File: config.mk
export PLATFORM = sky130hd
export DESIGN_NAME = vector_mem_sequencer_flat
export DESIGN_NICKNAME = d
export VERILOG_FILES = /design/src/rtl/vector_mem_sequencer_if.sv /design/src/rtl/vector_mem_sequencer.sv /design/src/flat_wrapper.sv
export SDC_FILE = /design/constraint.sdc
export NUM_CORES = 1
export LEC_CHECK = 0
export CAP_MARGIN = 25
export CORE_AREA = 2 2 281 283
export DETAILED_ROUTE_END_ITERATION = 8
export DIE_AREA = 0 0 283 285
export HOLD_SLACK_MARGIN = 0.08
export PLACE_DENSITY = 0.65
export SLEW_MARGIN = 20
export SYNTH_ARGS = -nofsm -noshare
export SYNTH_HDL_FRONTEND = slang
export SYNTH_SLANG_ARGS = --single-unit
File: constraint.sdc
create_clock -name clk -period 5.2 [get_ports clk]
set_input_delay 1.04 -clock clk [delete_from_list [all_inputs] [get_ports clk]]
set_output_delay 1.04 -clock clk [all_outputs]
set_load 0.005 [all_outputs]
File: src/rtl/vector_mem_sequencer_if.sv
// vector_mem_sequencer_if: pipeline-side request signals and data-memory port of the vector memory sequencer
interface vector_mem_sequencer_if #(parameter int N = 32, parameter int V = 256);
  logic         en;
  logic         scalar_req;
  logic         vec_req;
  logic         write;
  logic [3:0]   byte_en;
  logic [N-1:0] addr;
  logic [N-1:0] wdata;
  logic [V-1:0] wdata_v;
  logic [N-1:0] rdata_mem;
  logic [N-1:0] mem_addr;
  logic [3:0]   mem_byteen;
  logic [N-1:0] mem_wdata;
  logic         mem_rden;
  logic         mem_wren;
  logic [N-1:0] rdata;
  logic [V-1:0] rdata_v;
  logic         busy;
  logic         done_v;
  modport slave (
    input  en, scalar_req, vec_req, write, byte_en, addr, wdata, wdata_v, rdata_mem,
    output mem_addr, mem_byteen, mem_wdata, mem_rden, mem_wren, rdata, rdata_v, busy, done_v
  );
  modport master (
    output en, scalar_req, vec_req, write, byte_en, addr, wdata, wdata_v, rdata_mem,
    input  mem_addr, mem_byteen, mem_wdata, mem_rden, mem_wren, rdata, rdata_v, busy, done_v
  );
endinterface

File: src/rtl/vector_mem_sequencer.sv
// vector_mem_sequencer: shares one N-bit data memory port between single-cycle scalar accesses and V/N-beat vector bursts
module vector_mem_sequencer #(
  parameter int N = 32,
  parameter int V = 256
) (
  input  logic                   clk,
  input  logic                   rst_n,
  vector_mem_sequencer_if.slave  bus
);
  localparam int BEATS = V / N;
  localparam int BW = $clog2(BEATS);
  localparam logic [BW-1:0] LAST = BW'(BEATS - 1);
  typedef enum logic [2:0] {IDLE, VRD, VWR, DRAIN, DONE} state_t;
  state_t        state_q, state_d;
  logic [BW-1:0] beat_q, beat_d, cap_idx, rd_idx;
  logic [N-1:0]  base_q, base_d, beat_addr;
  logic [V-1:0]  wdata_q, wdata_d, rdata_v_q, rdata_v_d;
  logic          rvalid_q, redo_q, cap;
  logic [N-1:0]  mem_addr, mem_wdata;
  logic [3:0]    mem_byteen;
  logic          mem_rden, mem_wren, busy, done_v;
  // read data lags its strobe by one cycle; a response lost while frozen is re-fetched from beat-1
  assign cap_idx = beat_q - 1'b1;
  assign rd_idx = redo_q ? cap_idx : beat_q;
  assign beat_addr = base_q + {{(N-BW-2){1'b0}}, rd_idx, 2'b00};
  assign cap = bus.en & rvalid_q & (state_q == VRD || state_q == DRAIN);
  always_comb begin
    rdata_v_d = rdata_v_q;
    if (cap) rdata_v_d[cap_idx*N +: N] = bus.rdata_mem;
  end
  always_comb begin
    state_d = state_q;
    beat_d = beat_q;
    base_d = base_q;
    wdata_d = wdata_q;
    mem_addr = '0;
    mem_byteen = '0;
    mem_wdata = '0;
    mem_rden = 1'b0;
    mem_wren = 1'b0;
    busy = 1'b0;
    done_v = 1'b0;
    case (state_q)
      IDLE: begin
        if (bus.vec_req) begin
          busy = 1'b1;
          if (bus.en) begin
            base_d = {bus.addr[N-1:2], 2'b00};
            wdata_d = bus.wdata_v;
            beat_d = '0;
            state_d = bus.write ? VWR : VRD;
          end
        end else if (bus.scalar_req) begin
          mem_addr = bus.addr;
          mem_byteen = bus.byte_en;
          mem_wdata = bus.wdata;
          mem_wren = bus.en & bus.write;
          mem_rden = bus.en & !bus.write;
        end
      end
      VWR: begin
        busy = 1'b1;
        mem_addr = beat_addr;
        mem_byteen = 4'hF;
        mem_wdata = wdata_q[beat_q*N +: N];
        mem_wren = bus.en;
        if (bus.en) begin
          beat_d = beat_q + 1'b1;
          state_d = (beat_q == LAST) ? DONE : VWR;
        end
      end
      VRD: begin
        busy = 1'b1;
        mem_addr = beat_addr;
        mem_byteen = 4'hF;
        mem_rden = bus.en;
        if (bus.en && !redo_q) begin
          beat_d = beat_q + 1'b1;
          state_d = (beat_q == LAST) ? DRAIN : VRD;
        end
      end
      DRAIN: begin
        busy = 1'b1;
        if (bus.en && redo_q) begin
          mem_addr = beat_addr;
          mem_byteen = 4'hF;
          mem_rden = 1'b1;
        end else if (bus.en) begin
          state_d = DONE;
        end
      end
      DONE: begin
        done_v = bus.en;
        state_d = bus.en ? IDLE : DONE;
      end
      default: state_d = IDLE;
    endcase
  end
  always_ff @(posedge clk or negedge rst_n) begin
    if (!rst_n) begin
      state_q <= IDLE;
      beat_q <= '0;
      base_q <= '0;
      wdata_q <= '0;
      rdata_v_q <= '0;
      rvalid_q <= 1'b0;
      redo_q <= 1'b0;
    end else begin
      state_q <= state_d;
      beat_q <= beat_d;
      base_q <= base_d;
      wdata_q <= wdata_d;
      rdata_v_q <= rdata_v_d;
      rvalid_q <= mem_rden & (state_q != IDLE);
      redo_q <= !bus.en & (redo_q | rvalid_q);
    end
  end
  assign bus.mem_addr = mem_addr;
  assign bus.mem_byteen = mem_byteen;
  assign bus.mem_wdata = mem_wdata;
  assign bus.mem_rden = mem_rden;
  assign bus.mem_wren = mem_wren;
  assign bus.busy = busy;
  assign bus.done_v = done_v;
  assign bus.rdata = bus.rdata_mem;
  assign bus.rdata_v = rdata_v_q;
endmodule

File: src/flat_wrapper.sv
// flat-port wrapper written by rule: the top's interface ports become plain ports
module vector_mem_sequencer_flat 
#(
  parameter int N = 32,
  parameter int V = 256
)
  (clk, rst_n, bus_en, bus_scalar_req, bus_vec_req, bus_write, bus_byte_en, bus_addr, bus_wdata, bus_wdata_v, bus_rdata_mem, bus_mem_addr, bus_mem_byteen, bus_mem_wdata, bus_mem_rden, bus_mem_wren, bus_rdata, bus_rdata_v, bus_busy, bus_done_v);
  vector_mem_sequencer_if #(.N(N), .V(V)) bus_i ();
  input  logic clk;
  input  logic rst_n;
  input wire logic [$bits(bus_i.en)-1:0] bus_en;
  input wire logic [$bits(bus_i.scalar_req)-1:0] bus_scalar_req;
  input wire logic [$bits(bus_i.vec_req)-1:0] bus_vec_req;
  input wire logic [$bits(bus_i.write)-1:0] bus_write;
  input wire logic [$bits(bus_i.byte_en)-1:0] bus_byte_en;
  input wire logic [$bits(bus_i.addr)-1:0] bus_addr;
  input wire logic [$bits(bus_i.wdata)-1:0] bus_wdata;
  input wire logic [$bits(bus_i.wdata_v)-1:0] bus_wdata_v;
  input wire logic [$bits(bus_i.rdata_mem)-1:0] bus_rdata_mem;
  output wire logic [$bits(bus_i.mem_addr)-1:0] bus_mem_addr;
  output wire logic [$bits(bus_i.mem_byteen)-1:0] bus_mem_byteen;
  output wire logic [$bits(bus_i.mem_wdata)-1:0] bus_mem_wdata;
  output wire logic [$bits(bus_i.mem_rden)-1:0] bus_mem_rden;
  output wire logic [$bits(bus_i.mem_wren)-1:0] bus_mem_wren;
  output wire logic [$bits(bus_i.rdata)-1:0] bus_rdata;
  output wire logic [$bits(bus_i.rdata_v)-1:0] bus_rdata_v;
  output wire logic [$bits(bus_i.busy)-1:0] bus_busy;
  output wire logic [$bits(bus_i.done_v)-1:0] bus_done_v;
  assign bus_i.en = bus_en;
  assign bus_i.scalar_req = bus_scalar_req;
  assign bus_i.vec_req = bus_vec_req;
  assign bus_i.write = bus_write;
  assign bus_i.byte_en = bus_byte_en;
  assign bus_i.addr = bus_addr;
  assign bus_i.wdata = bus_wdata;
  assign bus_i.wdata_v = bus_wdata_v;
  assign bus_i.rdata_mem = bus_rdata_mem;
  assign bus_mem_addr = bus_i.mem_addr;
  assign bus_mem_byteen = bus_i.mem_byteen;
  assign bus_mem_wdata = bus_i.mem_wdata;
  assign bus_mem_rden = bus_i.mem_rden;
  assign bus_mem_wren = bus_i.mem_wren;
  assign bus_rdata = bus_i.rdata;
  assign bus_rdata_v = bus_i.rdata_v;
  assign bus_busy = bus_i.busy;
  assign bus_done_v = bus_i.done_v;
  vector_mem_sequencer #(.N(N), .V(V)) u_core (.clk(clk), .rst_n(rst_n), .bus(bus_i));
endmodule
==> results of run 1 <==
power breakdown:
part	total, mW	leakage [nW]	switching, mW	internal, mW
logic	6.15	6.32	2.75	3.40
clock network	4.76	1.10	1.81	2.94
registers	6.37	7.12	0.826	5.54
total	17.3	14.5	5.39	11.9
synthesized netlist by cell type, types with 2 or more instances:
cell	count	area [um^2]
sky130_fd_sc_hd__mux4_2	64	1441
sky130_fd_sc_hd__nor2b_1	5	31.28
sky130_fd_sc_hd__inv_1	8	30.03
sky130_fd_sc_hd__nand4_1	11	68.82
sky130_fd_sc_hd__a21oi_1	9	45.04
sky130_fd_sc_hd__clkbuf_1	72	270.3
sky130_fd_sc_hd__buf_6	3	33.78
sky130_fd_sc_hd__a21o_1	2	15.01
sky130_fd_sc_hd__nand2_1	457	1715
sky130_fd_sc_hd__and4_1	3	26.28
sky130_fd_sc_hd__o21ai_0	244	1221
sky130_fd_sc_hd__nor3_1	8	40.04
sky130_fd_sc_hd__mux2_2	289	3254
sky130_fd_sc_hd__mux2_4	30	450.4
sky130_fd_sc_hd__ha_1	11	137.6
sky130_fd_sc_hd__nand2_2	6	37.54
sky130_fd_sc_hd__a311oi_2	2	30.03
sky130_fd_sc_hd__buf_2	49	245.2
sky130_fd_sc_hd__a22o_1	4	35.03
sky130_fd_sc_hd__xnor2_1	20	175.2
sky130_fd_sc_hd__mux2i_1	33	330.3
sky130_fd_sc_hd__or3_1	4	25.02
sky130_fd_sc_hd__and2_1	5	31.28
sky130_fd_sc_hd__nand3_1	39	195.2
sky130_fd_sc_hd__buf_1	7	26.28
sky130_fd_sc_hd__nor4_1	8	50.05
sky130_fd_sc_hd__xor2_1	11	96.34
sky130_fd_sc_hd__dfrtp_1	550	13760
sky130_fd_sc_hd__o21ai_1	9	45.04
sky130_fd_sc_hd__buf_4	36	270.3
sky130_fd_sc_hd__and3_1	6	37.54
sky130_fd_sc_hd__nor2_1	10	37.54
sky130_fd_sc_hd__nand2b_1	2	12.51
timing repair:
action                                 in CTS  in global routing
resized for setup                           0                  2
buffers inserted                            0                  0
setup endpoints to repair                   0                  7
endpoints found under the hold margin       0                  0
cell type report:
| cell class | instances | area, um^2 |
|---|---|---|
| tap | 1050 | 1314 |
| sequential | 550 | 13770 |
| antenna | 4 | 10.01 |
| timing repair buffer | 759 | 7607 |
| fill | 7134 | 43210 |
| clock buffer | 80 | 1707 |
| multi-input combinational | 1306 | 9794 |
| inverter | 8 | 30.03 |
| clock inverter | 32 | 520.5 |
per-layer routing:
| metal | share of wire | up-vias | track usage |
|---|---|---|---|
| met5 | 0.0011 | - | 0 |
| met2 | 0.49 | 787 | 0.3370 |
| met1 | 0.38 | 9208 | 0.2342 |
| met4 | 0.034 | 14 | 0.06981 |
| met3 | 0.090 | 145 | 0.06752 |
| li1 | - | 8322 | - |
critical path, cell delays in order (launching register included):
cell	delay, ns
sky130_fd_sc_hd__dfrtp_4	0.48
sky130_fd_sc_hd__inv_1	0.16
sky130_fd_sc_hd__ha_1	0.40
sky130_fd_sc_hd__mux2i_2	0.31
sky130_fd_sc_hd__ha_1	0.21
sky130_fd_sc_hd__a21oi_1	0.09
sky130_fd_sc_hd__a21oi_1	0.47
sky130_fd_sc_hd__nand4_1	0.18
sky130_fd_sc_hd__xor2_1	0.20
sky130_fd_sc_hd__o21ai_0	0.16
sky130_fd_sc_hd__clkdlybuf4s50_1	0.55
placed cells by master (no fill, tap or decap), types with 20 or more instances in the layout:
| master | instances |
|---|---|
| sky130_fd_sc_hd__clkdlybuf4s50_1 | 720 |
| sky130_fd_sc_hd__dfrtp_1 | 547 |
| sky130_fd_sc_hd__nand2_1 | 456 |
| sky130_fd_sc_hd__mux2_2 | 289 |
| sky130_fd_sc_hd__o21ai_0 | 244 |
| sky130_fd_sc_hd__mux4_2 | 64 |
| sky130_fd_sc_hd__clkbuf_16 | 60 |
| sky130_fd_sc_hd__nand3_1 | 39 |
| sky130_fd_sc_hd__mux2i_1 | 32 |
| sky130_fd_sc_hd__mux2_4 | 30 |
| sky130_fd_sc_hd__buf_4 | 30 |
| sky130_fd_sc_hd__xnor2_1 | 20 |
cell families after synthesis:
logic type,Yosys count
compound gates,276
fa+ha+maj,12
mux,416
xor+xnor,32
flops,550
simple gates,570
buf+inv,175
flip-flops by register name (all words and copies together) (netlist names):
signal,flops
u_core.base_q,30
u_core.beat_q,3
u_core.bus.rdata_v,256
u_core.redo_q,1
u_core.rvalid_q,1
u_core.state_q,3
u_core.wdata_q,256
path summary, 6_finish.rpt:
| check | endpoint | slack (ns) | cells after the start |
|---|---|---|---|
| max in group asynchronous | u_core.wdata_q[82] | 3.48 | 2 |
| min reg2reg | u_core.bus.rdata_v[139] | 0.47 | 2 |
| max reg2reg | u_core.bus.rdata_v[133] | 1.97 | 10 |
| min | u_core.bus.rdata_v[139] | 0.47 | 2 |
| min in group asynchronous | u_core.bus.rdata_v[209] | 0.48 | 1 |
| max | bus_mem_addr[23] | 0.31 | 10 |
per-stage QoR:
stage               area (um^2)  hold slack [ns]  worst slack, ns  power, mW  std cells
finish                    34750           0.4663           0.3109      17.27       3789
global route              34750           0.4957          0.02441      18.17       3788
CTS                       34720           0.4696           0.1115      17.39       3784
detailed placement        32490           0.4554           0.7881      12.56       3672
global placement          32470           0.4506           0.8798      12.37       3671
floorplan                 24380           0.4603            1.090      9.710       2031
==> insert_results.sql, run 1 <==
INSERT INTO impl_metrics (metric_group, metric, value, unit) VALUES
('route', 'wire_per_inst', '21.61', 'um'),
('placed_design', 'portBuffers', '721', ''),
('setup_path', 'worstSetupStartpoint', 'u_core.beat_q[0]', ''),
('min_path', 'worst_hold_path_type', 'register to register', ''),
('cts', 'clock_insertion_delay_worst_skew', '0.62', 'ns'),
('setup_path', 'arrival', '3.85', 'ns'),
('die', 'pin_count', '722', ''),
('placed_design', 'gp_congestion', '0.9305', ''),
('yosys', 'synthDistinctLibCells', '47', ''),
('die', 'floorplan.rows', '103', ''),
('cells_and_area', 'final_net_count', '3058', ''),
('die', 'dieWidth', '283', 'um'),
('timing', 'setup_viol_count_final', '0', ''),
('yosys', 'yosys_warnings', '0', ''),
('setup_path', 'critical_path_peak_fanout', '9', ''),
('global_routing', 'grt_pass1_vias', '19354', ''),
('yosys', 'yosys.area_share.xor_xnor', '0.01227', ''),
('min_path', 'worst_min_path_start', 'u_core.bus.rdata_v[139]', ''),
('timing', 'crit_share_post_route', '0.9402', ''),
('die', 'floorplan.die_area', '80660', 'um^2'),
('global_routing', 'largest_net_degree_at_the_start_of_global_routing', '129', ''),
('timing', 'worst_pin_slew', '1.009', 'ns'),
('cts', 'tritoncts_num_sinks', '550', ''),
('power_and_ir_drop', 'vdd.ir_drop.worst', '0.3826', 'mV'),
('route', 'viasPerCell', '4.876', ''),
('global_routing', 'antenna_found_initial', '14', ''),
('power_and_ir_drop', 'power_density', '496.9', 'nW/um^2'),
('route', 'dr.first_iter.drc_count', '1234', ''),
('setup_path', 'critical_path.startpoint_type', 'register', ''),
('cts', 'ctsLongestPathBuffers', '3', ''),
('run_status', 'result_of_the_run', 'finished, final reports clean', ''),
('yosys', 'yosys.area_share.simple', '0.09696', ''),
('timing', 'finClkSkew', '0.01331', 'ns'),
('timing', 'final_period_minus_worst_setup_slack', '4.889', 'ns'),
('cells_and_area', 'layout.core_utilization', '0.4458', ''),
('yosys', 'synth_async_sr_flop_share', '1.000', ''),
('timing', 'hold_viol_final', '0', ''),
('cts', 'numCtsBuffers', '59', ''),
('route', 'routed_wl', '81.89', 'mm'),
('global_routing', 'grt_first_pass_wirelength', '123.0', 'mm'),
('run', 'max_cap_violations', '0', ''),
('route', 'post-route-drc-count', '0', ''),
('cts', 'cts_tree', 'done', ''),
('die', 'die_height', '285', 'um'),
('cts', 'clk_transition_reported_paths', '0.06', 'ns'),
('route', 'ant_nets', '0', ''),
('yosys', 'synth_seq_area_share', '0.5646', ''),
('timing', 'grt_setup_unrepaired', 'no', ''),
('yosys', 'syn_avg_cell_area', '12.00', 'um^2'),
('timing', 'max_slew_margin', '0.3215', ''),
('yosys', 'postSynthCellCount', '2031', ''),
('yosys', 'synth_compound_area_frac', '0.05908', ''),
('cts', 'cts.root.buffer_cell', 'sky130_fd_sc_hd__clkbuf_16', ''),
('cells_and_area', 'area.growth.synth_to_final', '42.58', '%'),
('cells_and_area', 'fraction_of_final_layout_cells_sized_beyond_drive_strength_1', '0.2011', ''),
('yosys', 'mux_share_of_post_synthesis_cell_area', '0.2247', ''),
('die', 'starting_density_of_the_core', '0.3126', ''),
('cts', 'holdBufCountCts', '0', ''),
('placed_design', 'dpl.hpwl', '60.39', 'mm'),
('timing', 'slew_viol_final', '0', ''),
('die', 'floorplan.core_area', '77970', 'um^2'),
('timing', 'max_clock_freq', '204.5', 'MHz'),
('yosys', 'syn_nets', '2405', ''),
('yosys', 'post_synth_fa_ha_maj_area_fraction', '0.006468', ''),
('route', 'vias', '18476', ''),
('cts', 'htreeDepth', '2', ''),
('yosys', 'synthFlopType', 'sky130_fd_sc_hd__dfrtp_1', ''),
('yosys', 'synth_top_family_by_area', 'multiplexers', ''),
('setup_path', 'crit_path_end_kind', 'output pin', ''),
('power_and_ir_drop', 'p_leak', '14.53', 'nW'),
('yosys', 'yosys_register_bits', '550', ''),
('global_routing', 'gr-usage-all-layers', '0.1985', ''),
('global_routing', 'overflow', '0', ''),
('route', 'firstDrtPassIters', '5', ''),
('setup_path', 'cp_required', '4.16', 'ns'),
('yosys', 'synth-edff-count', '0', ''),
('setup_path', 'worst_setup_path_category', 'register to output pin', ''),
('timing', 'setup-tns-final', '0', 'ns'),
('setup_path', 'r2r_start', 'u_core.beat_q[2]', ''),
('yosys', 'syn_area', '24380', 'um^2');
No activity file was read; power rests on OpenSTA's default activity.
==> run 2: changes to the inputs <==
--- a/config.mk
+++ b/config.mk
@@ -5,12 +5,10 @@
 export SDC_FILE = /design/constraint.sdc
 export NUM_CORES = 1
 export LEC_CHECK = 0
-export CAP_MARGIN = 25
-export CORE_AREA = 2 2 281 283
+export CORE_UTILIZATION = 29
 export DETAILED_ROUTE_END_ITERATION = 8
-export DIE_AREA = 0 0 283 285
 export HOLD_SLACK_MARGIN = 0.08
-export PLACE_DENSITY = 0.65
+export PLACE_DENSITY = 0.62
 export SLEW_MARGIN = 20
 export SYNTH_ARGS = -nofsm -noshare
 export SYNTH_HDL_FRONTEND = slang
==> run 2 against run 1 <==
  * Routed wire length shrank 1.9%
  * Critical path type unchanged
  * Fmax shrank 1.4%
  * Register-to-register slack gained 0.02 ns
  * Combinational power shrank 1%
  * Clock skew grew 0.019 ns
  * Highest routed layer unchanged
  * Worst setup slack lost 0.067 ns
==> insert_results.sql, run 2 (synthesis results as in run 1) <==
INSERT INTO impl_metrics (metric_group, metric, value, unit) VALUES
('route', 'firstDrtPassIters', '5', ''),
('timing', 'max_clock_freq', '201.8', 'MHz'),
('setup_path', 'critical_path_peak_fanout', '7', ''),
('setup_path', 'crit_path_end_kind', 'output pin', ''),
('cells_and_area', 'layout_common_cells', 'sky130_fd_sc_hd__clkdlybuf4s50_1, sky130_fd_sc_hd__dfrtp_1, sky130_fd_sc_hd__nand2_1', ''),
('die', 'starting_density_of_the_core', '0.2950', ''),
('route', 'ant_nets', '0', ''),
('die', 'floorplan.rows', '105', ''),
('route', 'viasPerCell', '4.763', ''),
('min_path', 'worst_hold_path_type', 'primary input to async pin', ''),
('global_routing', 'gr-usage-all-layers', '0.1861', ''),
('die', 'floorplan.die_area', '85220', 'um^2'),
('route', 'wire_per_inst', '21.09', 'um'),
('timing', 'crit_share_post_route', '0.9531', ''),
('route', 'routed_wl', '80.35', 'mm'),
('placed_design', 'gp_congestion', '0.8477', ''),
('route', 'dr.first_iter.drc_count', '1023', ''),
('cells_and_area', 'fraction_of_final_layout_cells_sized_beyond_drive_strength_1', '0.1982', ''),
('die', 'pin_count', '722', ''),
('placed_design', 'portBuffers', '721', ''),
('die', 'die_height', '291.9', 'um'),
('global_routing', 'largest_net_degree_at_the_start_of_global_routing', '133', ''),
('setup_path', 'worst_r2r_endpoint', 'u_core.bus.rdata_v[138]', ''),
('setup_path', 'cp_required', '4.16', 'ns'),
('cells_and_area', 'final_net_count', '3063', ''),
('global_routing', 'grt_pass1_vias', '18632', ''),
('placed_design', 'placedCellCount', '3696', ''),
('cells_and_area', 'area.growth.synth_to_final', '42.07', '%'),
('setup_path', 'worst_setup_path_category', 'register to output pin', ''),
('placed_design', 'dpl.hpwl', '59.15', 'mm'),
('global_routing', 'overflow', '0', ''),
('timing', 'setup-tns-final', '0', 'ns'),
('cts', 'clock_insertion_delay_worst_skew', '0.63', 'ns'),
('setup_path', 'r2r_start', 'u_core.beat_q[2]', ''),
('cts', 'cts.root.buffer_cell', 'sky130_fd_sc_hd__clkbuf_16', ''),
('die', 'dieWidth', '291.9', 'um'),
('setup_path', 'critical_path.startpoint_type', 'register', ''),
('cells_and_area', 'layoutNonFillerInstCount', '3810', ''),
('timing', 'max_slew_margin', '0.3029', ''),
('timing', 'grt_setup_unrepaired', 'yes', ''),
('timing', 'slew_viol_final', '0', ''),
('cells_and_area', 'mostFrequentLayoutCell', 'sky130_fd_sc_hd__clkdlybuf4s50_1', ''),
('setup_path', 'number_of_cell_instances_on_the_worst_register_to_register_path', '10', ''),
('cts', 'numCtsBuffers', '61', ''),
('cts', 'ctsLongestPathBuffers', '3', ''),
('timing', 'final_period_minus_worst_setup_slack', '4.956', 'ns'),
('placed_design', 'placement.setup.worst_slack', '0.5950', 'ns'),
('timing', 'worst_pin_slew', '1.046', 'ns'),
('route', 'post-route-drc-count', '0', ''),
('global_routing', 'antenna_found_initial', '21', ''),
('power_and_ir_drop', 'vdd.ir_drop.worst', '0.3918', 'mV'),
('cts', 'tritoncts_num_sinks', '550', ''),
('timing', 'finClkSkew', '0.03270', 'ns'),
('cts', 'holdBufCountCts', '0', ''),
('cells_and_area', 'nFillCells', '7857', ''),
('global_routing', 'grt_first_pass_wirelength', '120.2', 'mm'),
('route', 'vias', '18147', ''),
('run_status', 'result_of_the_run', 'finished, final reports clean', ''),
('power_and_ir_drop', 'power_density', '486.5', 'nW/um^2'),
('run', 'max_cap_violations', '0', ''),
('timing', 'whs', '0.4426', 'ns'),
('cts', 'htreeDepth', '2', ''),
('timing', 'setup_viol_count_final', '0', ''),
('timing', 'hold_viol_final', '0', ''),
('cts', 'cts_tree', 'done', ''),
('cts', 'clk_transition_reported_paths', '0.06', 'ns'),
('setup_path', 'arrival', '3.92', 'ns'),
('setup_path', 'r2r_setup_slack', '1.99', 'ns'),
('power_and_ir_drop', 'p_leak', '14.46', 'nW'),
('die', 'floorplan.core_area', '82640', 'um^2'),
('timing', 'timing.final.ws_setup', '0.2439', 'ns');
[run 2: changes by cell type in the layout (fill, tap and decap cells not counted), moves of 2 or more]
| cell | previous run | this run |
|---|---|---|
| sky130_fd_sc_hd__clkinv_2 | 11 | 6 |
| sky130_fd_sc_hd__clkbuf_16 | 60 | 62 |
| sky130_fd_sc_hd__bufinv_16 | 13 | 4 |
| sky130_fd_sc_hd__clkbuf_8 | 13 | 17 |
| sky130_fd_sc_hd__buf_4 | 30 | 33 |
| sky130_fd_sc_hd__clkbuf_1 | 7 | 14 |
[run 2: through the flow]
| step | total power [mW] | utilization | cell area [um^2] |
|---|---|---|---|
| 6_report | 16.85 | 0.4191 | 34630 |
| 3_3_place_gp | 12.45 | 0.3940 | 32560 |
| 3_5_place_dp | 12.55 | 0.3940 | 32560 |
| 5_1_grt | 17.76 | 0.4190 | 34630 |
| 2_1_floorplan | 9.710 | - | 24380 |
| 4_1_cts | 17.05 | 0.4189 | 34620 |
[run 2: timing repair]
action                                  4_1_cts  5_1_grt
gates resized for setup                       0        1
endpoints found under the setup margin        0        5
hold endpoints to repair                      0        0
buffers inserted                              0        0
[run 2: final cells by class]
type / instances / area [um^2] / area share
tap: 1070 / 1339 / 0.03866
sequential: 550 / 13770 / 0.3977
clock buffer: 93 / 1838 / 0.05307
inverter: 8 / 30.03 / 0.0008671
multi-input combinational: 1306 / 9791 / 0.2827
antenna: 5 / 12.51 / 0.0003613
clock inverter: 16 / 220.2 / 0.006359
timing repair buffer: 762 / 7630 / 0.2203
[run 2: power by group]
group          switching [mW]  internal [mW]
logic                    2.70           3.39
registers               0.805           5.54
clock network            1.79           2.62
total                    5.30           11.6
[run 2: worst max path at each step]
| stage | start | end | slack, ns | depth (start not counted) |
|---|---|---|---|---|
| after floorplan | u_core.beat_q[1] | bus_mem_addr[16] | 1.09 | 12 |
| after global placement | bus_vec_req | bus_mem_wdata[28] | 0.63 | 7 |
| after detailed placement | bus_vec_req | bus_mem_wdata[22] | 0.60 | 7 |
| after CTS | u_core.beat_q[0] | bus_mem_addr[22] | 0.19 | 10 |
| after global routing | u_core.beat_q[0] | bus_mem_addr[23] | -0.02 | 10 |
| final | u_core.beat_q[0] | bus_mem_addr[13] | 0.24 | 11 |
[run 2: critical path: stages, from the launching register on]
cell and delay (ns):
sky130_fd_sc_hd__dfrtp_4 0.48, sky130_fd_sc_hd__inv_1 0.17, sky130_fd_sc_hd__ha_1 0.29, sky130_fd_sc_hd__nand2_1 0.09, sky130_fd_sc_hd__xnor2_1 0.14, sky130_fd_sc_hd__ha_1 0.33
sky130_fd_sc_hd__a21oi_1 0.25, sky130_fd_sc_hd__a21o_1 0.35, sky130_fd_sc_hd__nor2_1 0.09, sky130_fd_sc_hd__xnor2_1 0.19, sky130_fd_sc_hd__o21ai_0 0.34, sky130_fd_sc_hd__clkdlybuf4s50_1 0.58
[run 2: per-layer routing]
metal  global-route usage  vias to the layer above  share of wire
met3              0.06219                      136          0.085
met5                    0                        -         0.0020
met2               0.3094                      677           0.48
li1                     -                     8352              -
met1               0.2258                     8956           0.40
met4              0.06110                       26          0.032
==> edit (settings of run 2) <==
Reset style: synchronous (`rst_n`), changed in one clocked block.
--- a/src/rtl/vector_mem_sequencer.sv
+++ b/src/rtl/vector_mem_sequencer.sv
@@ -96,7 +96,7 @@
       default: state_d = IDLE;
     endcase
   end
-  always_ff @(posedge clk or negedge rst_n) begin
+  always_ff @(posedge clk) begin
     if (!rst_n) begin
       state_q <= IDLE;
       beat_q <= '0;
Check against the original RTL: not settled (the Yosys comparison gave no result); the edit may change what the design does.
==> edit against run 2 <==
Worst hold slack improved by 3.9 ps. Area after synthesis up 0.22%. Register-to-register slack lost 50 ps. Final cell count increased by 19%. Design area down 1.4%. Routed wire length rose by 19%. Sequential share of layout area is 7.5 points lower. Sequential cell count unchanged. Non-clock buffer count increased by 5. Setup slack better by 100 ps.
Power is not compared: it rests on default switching activity, and its combinational part moved more than twofold at a synthesized area within 25%.
==> edit: results (changes against run 2) <==
| Metric | Value |
|---|---|
| Met3 Use GR | 5.425% (-0.79 points) |
| Worst-path fanout max | 11 (+4) |
| Hold Startpoint | u_core.bus.rdata_v[31] |
| Worst-Margin Slew | 1055 ps (+8.870 ps) |
| Fill cells | 8458 (+7.6%) |
| Met1 usage | 25.85% (+3.3 points) |
| Layout sequential cell count | 550 (unchanged) |
| Main flop type after synthesis | dfxtp_1 |
| Num CTS Buffers | 61 (unchanged) |
| Fraction of registers with async set/reset | 0% (-100 points) |
| Post-Layout Inst Area | 0.03416 sq mm (-1.4%) |
| Post-synthesis sequential area ratio | 45.07% (-11 points) |
| Worst reg2reg path startpoint | u_core.beat_q[2] |
| Top cells by count, synth | 975 x nand2_1, 550 x dfxtp_1, 416 x a21boi_0 |
| Syn Nets | 3263 (+36%) |
| Final RePlAce weighted congestion | 0.8318 (-1.9%) |
| Ranking of synthesized cells by area | dfxtp_1 45%, nand2_1 15%, a21boi_0 13%, mux4_2 5.9%, nand3_1 4.3% |
| Routing usage on met2 | 38.05% (+7.1 points) |
| Vias in the first global route | 21030 (+13%) |
| Syn_area_per_cell | 8.456 sq um (-30%) |
| # clk buffers | 91 (-2.2%) |
| Multi-input combinational area share | 35.14% (+6.9 points) |
| Worst setup startpoint | u_core.beat_q[0] |
| Vias/cell | 4.856 (+2.0%) |
| Worst path max stage delay | 530 ps (-50 ps) |
| Dpl cells | 4427 (+20%) |
| Number of non-clock buffers | 767 (+0.66%) |
| Synth cell types | 49 (+4.3%) |
| Via Count | 22070 (+22%) |
| Storage cell area | 0.01102 sq mm (-20%) |
| GRT Total Usage | 21.62% (+3.0 points) |
| First-pass GRT wire length | 139600 microns (+16%) |
| Top delay family on crit path | buffers and inverters |
| Non-clk buf share | 22.57% (+0.54 points) |
| Worst Hold Class | flip-flop to flip-flop |
| Total Wirelength | 95960 microns (+19%) |
| Setup Skew | 18.07 ps (-14.64 ps) |
| Outcome | completed |
| Pin count of the biggest net entering global routing | 141 (+6.0%) |
| Pre-CTS setup slack | 719.1 ps (+124.1 ps) |
| Hpwl dp | 68120 microns (+15%) |
| Share of post-route cells with drive strength above 1 | 6.649% (-13 points) |
| Invs w/o clock | 9 (+1) |
| Clock transition at path regs | 60 ps (about the same) |
| DP Area | 0.03208 sq mm (-1.5%) |
| Nets | 3787 (+24%) |
| Worst EP arrival | 3820 ps (-100 ps) |
| Row count | 106 (+0.95%) |
| Comb_multi_in | 2024 (+55%) |
| ClkCell Share | 5.941% (about the same) |
| 1st-iter DRT viols | 1368 (+34%) |
| Worst-Skew Late Latency | 610 ps (-20 ps) |
edit: cell types whose count changed in the layout (fill, tap and decap cells not counted), sizes merged, moves of 3 or more:
| cell | change |
|---|---|
| buf | +6 |
| nand3 | +172 |
| dfrtp | -550 |
| xnor2 | -13 |
| xor2 | +12 |
| dfxtp | +550 |
| nor2 | +6 |
| and3 | +3 |
| a21boi | +543 |
| mux2 | -318 |
| o21ai | -191 |
| nor4 | -6 |
| nand2 | +512 |
edit: path summary, 6_finish.rpt:
check	end	slack (ps)	cells past startpoint
max	bus_mem_addr[31]	340	12
min	u_core.bus.rdata_v[31]	450	2
max reg2reg	u_core.bus.rdata_v[10]	1940	7
min reg2reg	u_core.bus.rdata_v[31]	450	2
edit: per-layer routing:
metal  wire [microns]  vias up
li1                 -    10650
met1            38290    10440
met2            47560      788
met3             7277      156
met4             2619       30
met5              207        -
edit: power groups by stage:
| stage | Combinational (W) | Clock [W] | Sequential, W |
|---|---|---|---|
| 4_1_cts | 0.00120 | 0.00454 | 0.00441 |
| 5_1_grt | 0.00128 | 0.00469 | 0.00442 |
| 2_1_floorplan | 0.000572 | 0 | 0.00447 |
| 3_5_place_dp | 0.00119 | 0 | 0.00451 |
| 6_report | 0.00118 | 0.00443 | 0.00441 |
| 3_3_place_gp | 0.00118 | 0 | 0.00450 |
edit: cell families after synthesis:
kind of cell | after synthesis | share of synthesized area [%]
adders and majority gates | 12 | 0.6453
buffers and inverters | 315 | 6.074
AOI/OAI and AO/OA | 624 | 18.57
DFF | 550 | 45.07
xor gates and xnor gates | 31 | 1.188
and+or+nand+nor | 1258 | 21.11
muxes | 99 | 7.339
edit: worst reg2reg max path, stage by stage (launching register included):
cell and delay [ps]:
dfxtp_2 350, buf_4 580, xnor2_4 230, ha_1 370, nor2_2 310, nand3_2 860, nand2_1 310, a21boi_0 120
